File: config.mk
export PLATFORM = sky130hd
export DESIGN_NAME = dummy_fu
export DESIGN_NICKNAME = d
export VERILOG_FILES = /design/src/rtl/dummy_fu_pkg.sv /design/src/rtl/dummy_fu_popcnt_iter.sv /design/src/rtl/dummy_fu.sv
export SDC_FILE = /design/constraint.sdc
export NUM_CORES = 1
export LEC_CHECK = 0
export ABC_AREA = 1
export BUFFER_PORTS_ARGS = -buffer_cell sky130_fd_sc_hd__buf_2
export CAP_MARGIN = 20
export CORE_AREA = 2 2 220 222
export CTS_BUF_LIST = sky130_fd_sc_hd__clkbuf_16
export CTS_CLUSTER_SIZE = 12
export DETAILED_ROUTE_END_ITERATION = 10
export DIE_AREA = 0 0 222 224
export PLACE_DENSITY = 0.75
export SLEW_MARGIN = 15
export SYNTH_ARGS = -nofsm -noshare
export SYNTH_HDL_FRONTEND = slang
export SYNTH_SLANG_ARGS = --single-unit
File: constraint.sdc
create_clock -name clk_i -period 5.2 [get_ports clk_i]
set_input_delay 0 -clock clk_i [delete_from_list [all_inputs] [get_ports clk_i]]
set_output_delay 0 -clock clk_i [all_outputs]
set_load 0.02 [all_outputs]
File: src/rtl/dummy_fu_pkg.sv
// Shared types for the dummy functional unit: op codes, iterative-path states
// and default sizing.
package dummy_fu_pkg;

  typedef enum logic [1:0] {
    DFU_ADD    = 2'd0,
    DFU_XOR    = 2'd1,
    DFU_SLL    = 2'd2,
    DFU_POPCNT = 2'd3
  } dfu_op_e;

  typedef enum logic [1:0] {
    DFU_IDLE,
    DFU_BUSY,
    DFU_DONE
  } dfu_state_e;

  localparam int unsigned DFU_CHUNK = 8;

endpackage

File: src/rtl/dummy_fu_popcnt_iter.sv
// Iterative population count: counts CHUNK bits per cycle of a latched operand,
// then holds the result in DONE until the writeback port acknowledges it.
import dummy_fu_pkg::*;

module dummy_fu_popcnt_iter #(
  parameter int unsigned XLEN          = 64,
  parameter int unsigned TRANS_ID_BITS = 3,
  parameter int unsigned CHUNK         = DFU_CHUNK
) (
  input  logic                     clk,
  input  logic                     rst,
  input  logic                     flush,
  input  logic                     start,
  input  logic [XLEN-1:0]          operand,
  input  logic [TRANS_ID_BITS-1:0] tag,
  output logic                     busy,
  output logic                     done_valid,
  input  logic                     done_ack,
  output logic [XLEN-1:0]          result,
  output logic [TRANS_ID_BITS-1:0] result_tag
);

  localparam int unsigned NCHUNK = XLEN / CHUNK;
  localparam int unsigned IDX_W  = (NCHUNK > 1) ? $clog2(NCHUNK) : 1;
  localparam int unsigned CNT_W  = $clog2(XLEN + 1);

  dfu_state_e               state_q, state_d;
  logic [IDX_W-1:0]         idx_q;
  logic [CNT_W-1:0]         cnt_q;
  logic [XLEN-1:0]          opnd_q;
  logic [TRANS_ID_BITS-1:0] tag_q;
  logic [CHUNK-1:0]         chunk;
  logic [CNT_W-1:0]         chunk_ones;
  logic                     last_chunk;

  assign chunk      = opnd_q[idx_q * CHUNK +: CHUNK];
  assign chunk_ones = CNT_W'($countones(chunk));
  assign last_chunk = (idx_q == IDX_W'(NCHUNK - 1));

  always_comb begin
    state_d = state_q;
    case (state_q)
      DFU_IDLE: if (start)      state_d = DFU_BUSY;
      DFU_BUSY: if (last_chunk) state_d = DFU_DONE;
      DFU_DONE: if (done_ack)   state_d = DFU_IDLE;
      default:                  state_d = DFU_IDLE;
    endcase
    if (flush) state_d = DFU_IDLE;
  end

  always_ff @(posedge clk) begin
    if (rst) begin
      state_q <= DFU_IDLE;
      idx_q   <= '0;
      cnt_q   <= '0;
      opnd_q  <= '0;
      tag_q   <= '0;
    end else begin
      state_q <= state_d;
      if (state_q == DFU_IDLE && start) begin
        opnd_q <= operand;
        tag_q  <= tag;
        cnt_q  <= '0;
        idx_q  <= '0;
      end else if (state_q == DFU_BUSY) begin
        cnt_q <= cnt_q + chunk_ones;
        idx_q <= last_chunk ? '0 : idx_q + 1'b1;
      end
    end
  end

  assign busy       = (state_q != DFU_IDLE);
  assign done_valid = (state_q == DFU_DONE);
  assign result     = {{(XLEN - CNT_W){1'b0}}, cnt_q};
  assign result_tag = tag_q;

endmodule

File: src/rtl/dummy_fu.sv
// Dummy functional unit: fixed-latency ADD/XOR/SLL pipeline plus iterative
// POPCNT sharing one writeback port. Define DUMMY_FU_PERF_EN for perf counters.
import dummy_fu_pkg::*;

module dummy_fu #(
  parameter int unsigned XLEN          = 64,
  parameter int unsigned TRANS_ID_BITS = 3,
  parameter int unsigned LATENCY       = 2,
  parameter int unsigned CHUNK         = DFU_CHUNK
) (
  input  logic                     clk_i,
  input  logic                     rst_i,
  input  logic                     flush_i,
  input  logic                     valid_i,
  output logic                     ready_o,
  input  logic [1:0]               op_i,
  input  logic [XLEN-1:0]          operand_a_i,
  input  logic [XLEN-1:0]          operand_b_i,
  input  logic [TRANS_ID_BITS-1:0] trans_id_i,
  output logic [XLEN-1:0]          result_o,
  output logic [TRANS_ID_BITS-1:0] trans_id_o,
  output logic                     valid_o,
  output logic [31:0]              perf_ops_o,
  output logic [31:0]              perf_stall_o
);

  localparam int unsigned SH_W = $clog2(XLEN);

  typedef struct packed {
    logic                     valid;
    logic [TRANS_ID_BITS-1:0] trans_id;
    logic [XLEN-1:0]          result;
  } pipe_entry_t;

  dfu_op_e                  op;
  logic                     kill, accept;
  logic [XLEN-1:0]          entry_result;
  pipe_entry_t              pipe_q [LATENCY];
  pipe_entry_t              pipe_out;
  logic                     pc_busy, pc_done, done_ack;
  logic [XLEN-1:0]          pc_result;
  logic [TRANS_ID_BITS-1:0] pc_tag;
  logic                     wb_valid;
  logic [XLEN-1:0]          wb_result, res_q;
  logic [TRANS_ID_BITS-1:0] wb_tag, tid_q;

  assign op      = dfu_op_e'(op_i);
  assign kill    = flush_i | rst_i;
  assign ready_o = ~pc_busy;
  assign accept  = valid_i & ready_o & ~kill;

  always_comb begin
    entry_result = '0;
    case (op)
      DFU_ADD: entry_result = operand_a_i + operand_b_i;
      DFU_XOR: entry_result = operand_a_i ^ operand_b_i;
      DFU_SLL: entry_result = operand_a_i << operand_b_i[SH_W-1:0];
      default: entry_result = '0;
    endcase
  end

  always_ff @(posedge clk_i) begin
    if (rst_i) begin
      for (int unsigned i = 0; i < LATENCY; i++) pipe_q[i] <= '0;
    end else begin
      pipe_q[0] <= '{valid: accept & (op != DFU_POPCNT), trans_id: trans_id_i,
                     result: entry_result};
      for (int unsigned i = 1; i < LATENCY; i++) pipe_q[i] <= pipe_q[i-1];
      if (flush_i)
        for (int unsigned i = 0; i < LATENCY; i++) pipe_q[i].valid <= 1'b0;
    end
  end

  assign pipe_out = pipe_q[LATENCY-1];

  dummy_fu_popcnt_iter #(
    .XLEN          (XLEN),
    .TRANS_ID_BITS (TRANS_ID_BITS),
    .CHUNK         (CHUNK)
  ) u_popcnt (
    .clk        (clk_i),
    .rst        (rst_i),
    .flush      (flush_i),
    .start      (accept & (op == DFU_POPCNT)),
    .operand    (operand_a_i),
    .tag        (trans_id_i),
    .busy       (pc_busy),
    .done_valid (pc_done),
    .done_ack   (done_ack),
    .result     (pc_result),
    .result_tag (pc_tag)
  );

  // The pipeline always owns the port when its last stage is valid; POPCNT waits in DONE.
  assign done_ack  = pc_done & ~pipe_out.valid & ~kill;
  assign wb_valid  = (pipe_out.valid & ~kill) | done_ack;
  assign wb_result = pipe_out.valid ? pipe_out.result : pc_result;
  assign wb_tag    = pipe_out.valid ? pipe_out.trans_id : pc_tag;

  always_ff @(posedge clk_i) begin
    if (rst_i) begin
      res_q <= '0;
      tid_q <= '0;
    end else if (wb_valid) begin
      res_q <= wb_result;
      tid_q <= wb_tag;
    end
  end

  assign valid_o    = wb_valid;
  assign result_o   = wb_valid ? wb_result : res_q;
  assign trans_id_o = wb_valid ? wb_tag : tid_q;

`ifdef DUMMY_FU_PERF_EN
  logic [31:0] ops_q, stall_q;

  always_ff @(posedge clk_i) begin
    if (rst_i) begin
      ops_q   <= '0;
      stall_q <= '0;
    end else begin
      if (accept)   ops_q   <= ops_q + 32'd1;
      if (!ready_o) stall_q <= stall_q + 32'd1;
    end
  end

  assign perf_ops_o   = ops_q;
  assign perf_stall_o = stall_q;
`else
  assign perf_ops_o   = '0;
  assign perf_stall_o = '0;
`endif

endmodule

## Word-level counts from Yosys, hierarchy flattened

Memories as Yosys holds them, arrays and structs flattened.
Index checks and enable logic that the tools add are counted.

| word-level totals | value |
|---|---|
| register bits | 146 |
| RAM bits | 136 |
| input port bits | 137 |
| output and inout port bits | 133 |
| memories | 1 |

| operators by class | value |
|---|---|
| add/subtract/negate cells | 10 |
| eq/ne operators | 10 |
| shift-type cells | 2 |
| muxes and demuxes | 20 |
| bitwise operators | 17 |
| reductions and logical operators | 7 |

Memory list:

| memory | words | width | rd ports | clocked after Yosys merged registers in | wr ports | RTL line | source |
|---|---|---|---|---|---|---|---|
| pipe_q | 2 | 68 | 2 | 0 | 2 | dummy_fu.sv:38 | `pipe_entry_t pipe_q [LATENCY];` |

Operator list:

| operator | number |
|---|---|
| 64-bit case mux with 3 select lines | 1 |
| 68-bit 2-to-1 mux | 2 |
| 64-bit 2-to-1 mux | 2 |
| 64-bit adder | 1 |
| 64-bit by 7-bit indexed part select with 8-bit output | 1 |
| 64-bit by 6-bit << shifter with 64-bit output | 1 |
| 64-bit bitwise XOR | 1 |
| 7-bit adder | 4 |
| 3-bit 2-to-1 mux | 3 |
| 1-bit by 1-bit adder with 2-bit output | 4 |
| 1-bit 2-to-1 mux | 8 |
| 1-bit AND | 7 |
| 2-bit == test (second input constant) | 3 |
| 2-bit 2-to-1 mux | 3 |
| 2-bit by 1-bit != test with 1-bit output (second input constant) | 3 |
| 1-bit OR | 6 |
| 2-bit case mux with 3 select lines | 1 |
| 2-bit by 1-bit == test with 1-bit output (second input constant) | 2 |
| 2-bit zero test | 2 |
| 2-bit OR reduction | 2 |
| 3-bit by 1-bit adder with 3-bit output (second input constant) | 1 |
| 3-bit == test (second input constant) | 1 |
| 1-bit NOT | 3 |
| 3-bit AND reduction | 1 |
| 3 further kinds | 3 |

## Logic depth before layout (Yosys ltp)

| logic depth | value |
|---|---|
| depth after elaboration | 7 |
| gate-level depth with buffers | 23 |

## Hierarchy

Synthesis repeated with hierarchy kept, for this count alone.

| unflattened totals | value |
|---|---|
| cell total of the unflattened synthesis | 3781 |
| area, all modules | 22348.9 um^2 |

Modules (own cells, without submodules):

| module | times used | cells an instance | area an instance (um^2) | seq. area each (um^2) |
|---|---|---|---|---|
| dummy_fu | 1 | 3204 | 18184.9 | 4063.9 |
| dummy_fu_popcnt_iter | 1 | 577 | 4164.0 | 1581.5 |

## Worst setup path after synthesis

OpenSTA, ideal clock, no wires.

| path | value |
|---|---|
| kind | register to register |
| from | register u_popcnt.idx_q[0] |
| to | register u_popcnt.cnt_q[6] |
| arrival time | 3.864 ns |
| path slack | 1.216 ns |
| stages on the path, launching flop included | 24 |
| buffers on the path | 2 |
| period minus slack after synthesis | 3.984 ns |
| cells stage by stage | dfxtp_1 > clkbuf_1 > inv_1 > clkbuf_1 > o21ai_0 > o22ai_1 > nor2_1 > a31oi_1 > ha_1 > inv_1 > fa_1 > inv_1 > fa_1 > inv_1 > fa_1 > inv_1 > fa_1 > inv_1 > o31ai_1 > nand2_1 > nor2_1 > nand2_1 > o21ai_0 > a21oi_1 |

| between the ends | value |
|---|---|
| word-level cells in the longest chain between the ends | 5 |

Ends and longest elaborated chain:

| element | RTL line | source |
|---|---|---|
| start, declared | dummy_fu_popcnt_iter.sv:28 | `logic [IDX_W-1:0] idx_q;` |
| start signal, assigned | dummy_fu_popcnt_iter.sv:67 | `idx_q <= last_chunk ? '0 : idx_q + 1'b1;` |
| 64-bit by 7-bit indexed part select with 8-bit output (*) | dummy_fu_popcnt_iter.sv:36 | `assign chunk = opnd_q[idx_q * CHUNK +: CHUNK];` |
| 1-bit by 1-bit adder with 2-bit output (not written as such) | dummy_fu_popcnt_iter.sv:37 | `assign chunk_ones = CNT_W'($countones(chunk));` |
| 7-bit adder (not written as such) | dummy_fu_popcnt_iter.sv:37 |  |
| 7-bit adder (not written as such) (*) | dummy_fu_popcnt_iter.sv:37 |  |
| 7-bit adder (*) | dummy_fu_popcnt_iter.sv:66 | `cnt_q <= cnt_q + chunk_ones;` |
| end signal, assigned | dummy_fu_popcnt_iter.sv:66 |  |
| end, declared | dummy_fu_popcnt_iter.sv:29 | `logic [CNT_W-1:0] cnt_q;` |

Every way passes the cells marked *; elsewhere a longest branch is shown, timed or not.
A chain may end at the register's enable or synchronous reset.

## Worst setup path in the final report

Ends and elaborated chain as after synthesis.

==> results.py <==
metrics = {
    "critical_path": {
        "required_ns": 5.65,
        "slowest_stage": "fa_1",
        "critPathMaxStageDelay_ns": 0.59,
        "cp-endpoint": "u_popcnt.cnt_q[6]",
        "r2r_slack_ns": 0.73,
        "cp-startpoint": "u_popcnt.idx_q[0]",
        "cp_cell_sequence": "inv_1 -> buf_4 -> o21ai_0 -> a31oi_1 -> ha_1 -> inv_1 -> fa_1 -> inv_1 -> fa_1 -> inv_1 -> fa_1 -> inv_1 -> fa_1 -> inv_1 -> o31ai_1 -> nand2_1 -> nor2_1 -> nand2_1 -> o21ai_0 -> a21oi_1",
        "reg2regPathDepth": 20,
        "cpMostUsedCell": "inv_1",
        "worstSetupEndpointType": "flip-flop",
        "arrival_ns": 4.92,
        "startpoint_type": "flip-flop",
        "r2r_end": "u_popcnt.cnt_q[6]",
        "crit_path_max_fanout": 18,
        "rr_startpoint": "u_popcnt.idx_q[0]",
        "worstSetupPathType": "flip-flop to flip-flop",
    },
    "clock_network": {
        "clock_latency_ns": 0.56,
        "hold_buffers": 74,
        "cts_sinks": 282,
        "postCtsSetupBuffers": 0,
        "tritoncts": "done",
        "cts_inserted_buffers": 29,
        "ctsHtreeMaxLevel": 1,
        "clk_pin_slew_ns": 0.06,
        "ctsResizeCount": 0,
        "cts_buffer_depth": 3,
        "root_buffer": "clkbuf_16",
    },
    "global_route": {
        "grt.overflow.total": 0,
        "grtUsageTotal_pct": 32.6,
        "antenna_found_initial": 5,
        "grt_pass1_vias": 21400,
        "grt_max_degree": 89,
        "grt_first_pass_wirelength_um": 125000,
    },
    "timing": {
        "setup_violations": 0,
        "min_period_over_period_pct": 86.0,
        "rsz0062_at_grt": "no",
        "fmax_mhz": 224,
        "period_minus_slack_ns": 4.47,
        "fin_setup_tns_ns": 0,
        "fin_worst_skew_ns": 0.0238,
        "slew_headroom_pct": 32.6,
        "worst_slew_pin_slew_ns": 1.01,
        "maxSlewViolCount": 0,
        "postLayoutSetupSlackWorst_ns": 0.729,
        "final_hold_viol_count": 0,
    },
    "logic_synthesis": {
        "yosysUniqueCellTypes": 42,
        "synth_common_cells": "981 x nand2_1, 640 x inv_1, 493 x nor2_1",
        "syn-mean-instance-area_um2": 5.75,
        "synth_top_area_cell": "dfxtp_1",
        "ys_warn_count": 0,
        "yosysMostFrequentCell": "nand2_1",
        "yosysTopAreaCellShare_pct": 26.7,
        "syn_inst": 3674,
        "syn_area_um2": 21100,
        "ys.flop_type": "dfxtp_1",
        "ys_ff_latch": 282,
        "synthTopCellsByArea": "dfxtp_1 27%, nand2_1 17%, inv_1 11%, nand3_1 10%, nor2_1 8.8%",
        "synth_edf_count": 0,
        "synth_seq_area_share_pct": 26.7,
        "async_flop_share_pct": 0,
    },
    "routing": {
        "drtIter0Drc": 3021,
        "drc": 0,
        "met3_length_um": 9110,
        "vias_per_cell": 5.34,
        "wl_met1_um": 34900,
        "routed.top_layer": "met5",
        "wl_met2_um": 34100,
        "post_drt_wl_per_cell_um": 18.7,
        "drt_pre_antenna_iters": 8,
        "vias": 23900,
        "antenna_left": 0,
        "wirelength_um": 83500,
    },
    "finish": {
        "post_route_cells_drive_above_1_share_pct": 7.91,
        "utilization_pct": 50.0,
        "fin_nets": 4067,
        "finish.instance_area_um2": 23700,
        "num-fill-cells": 5026,
        "area_growth_pct": 12.1,
    },
    "floorplanning": {
        "row_count": 80,
        "die_h_um": 224,
        "pin_count": 270,
        "start_util_pct": 44.6,
        "die_area_um2": 49700,
        "core-area_um2": 47300,
        "die_w_um": 222,
    },
    "pwr": {
        "power_density_nw_per_um2": 241,
        "p_leak_uw": 0.0122,
        "peakVddDrop_mv": 0.211,
    },
    "flow_run": {
        "cap_viol_max_count": 0,
    },
    "placement": {
        "pre_cts_ws_ns": 0.856,
        "placed_area_um2": 22100,
        "gp_congestion": 1.06,
        "port-buffer-count": 205,
        "place_hpwl_um": 65300,
    },
    "min_path": {
        "min-delay-start": "operand_b_i[40]",
        "hold_path_class": "primary input to flip-flop",
    },
    "status": {
        "outcome": "finished clean",
    },
}
-- cells in the final DEF (no fill, tap or decap), types with 14 or more instances in the layout --
master         synthesis  final
dlygate4sd3_1          0     74
o211ai_2              14     14
o211ai_1              22     22
buf_2                 41    204
nor2_1               493    492
a21oi_1              187    187
dfxtp_1              282    282
ha_1                  74     74
o21ai_1               31     31
conb_1                 1     64
nand2_1              981    979
inv_1                640    642
o22ai_1               66     66
nand3_1              422    422
o21ai_0              141    141
clkbuf_16              0     29
buf_4                 77     20
-- layout make-up --
| type | instances | area [µm²] | share of cell area (%) |
|---|---|---|---|
| Multi-Input combinational cell | 2584 | 12100 | 51.0 |
| Sequential cell | 282 | 5650 | 23.8 |
| Inverter | 652 | 2450 | 10.3 |
| Timing Repair Buffer | 300 | 1940 | 8.21 |
| Tap cell | 615 | 769 | 3.25 |
| Clock buffer | 29 | 726 | 3.07 |
| Clock inverter | 10 | 60.1 | 0.254 |
| Antenna cell | 2 | 5.00 | 0.0211 |
-- report_power, final --
group	internal [µW]	total (µW)	leakage, µW	switching, µW
combinational	461	1630	0.00951	1170
sequential	2240	2270	0.00229	24.4
clock	993	1800	0.000394	807
-- routing by layer --
metal,vias to the layer above,global-route usage [%]
li1,11700,-
met1,10500,44.3
met2,1410,48.8
met3,263,6.10
met4,4,18.0
met5,-,0
-- cells by family (layout without fill, tap and decap cells) --
group,Yosys count,after routing,synth area share (%)
AO/OA/AOI/OAI,489,489,13.0
XOR/XNOR,4,4,0.166
buffers and inverters,871,991,17.2
flip-flops,282,282,26.7
other,1,66,0.0178
AND/OR/NAND/NOR,1946,1946,37.8
adder cells (fa/ha/maj),81,81,5.05
-- sequential cells by signal, indices dropped and copies added, names as in the netlist --
| signal | count |
|---|---|
| res_q | 64 |
| u_popcnt.state_q | 2 |
| u_popcnt.result_tag | 3 |
| u_popcnt.opnd_q | 64 |
| pipe_q | 136 |
| u_popcnt.cnt_q | 7 |
| tid_q | 3 |
| u_popcnt.idx_q | 3 |
-- worst max-delay path, delay by kind of cell (launching register included) --
kind	cells	cell delay [ns]
DFF	1	0.34
adders and majority gates	5	1.96
and+or+nand+nor	3	0.29
buffers and inverters	7	0.89
AOI/OAI and AO/OA	5	0.88
-- per-stage QoR --
step,power (µW),hold WS (ns),instances
finish,5700,0.0231,4474
global route,5960,0.0313,4472
CTS,5670,0.0111,4471
detailed placement,3830,0.256,4358
global placement,3830,0.251,4358
floorplan,3340,0.0959,3737
-- worst min path at each step --
stage | endpoint | slack, ns | cells past startpoint
3_5_place_dp | pipe_q[0][66] | 0.26 | 3
2_1_floorplan | pipe_q[0][67] | 0.1 | 1
3_3_place_gp | pipe_q[0][65] | 0.25 | 3
4_1_cts | pipe_q[0][46] | 0.01 | 5
5_1_grt | pipe_q[0][40] | 0.03 | 5
6_report | pipe_q[0][40] | 0.02 | 5
No activity file was read; power rests on OpenSTA's default activity.
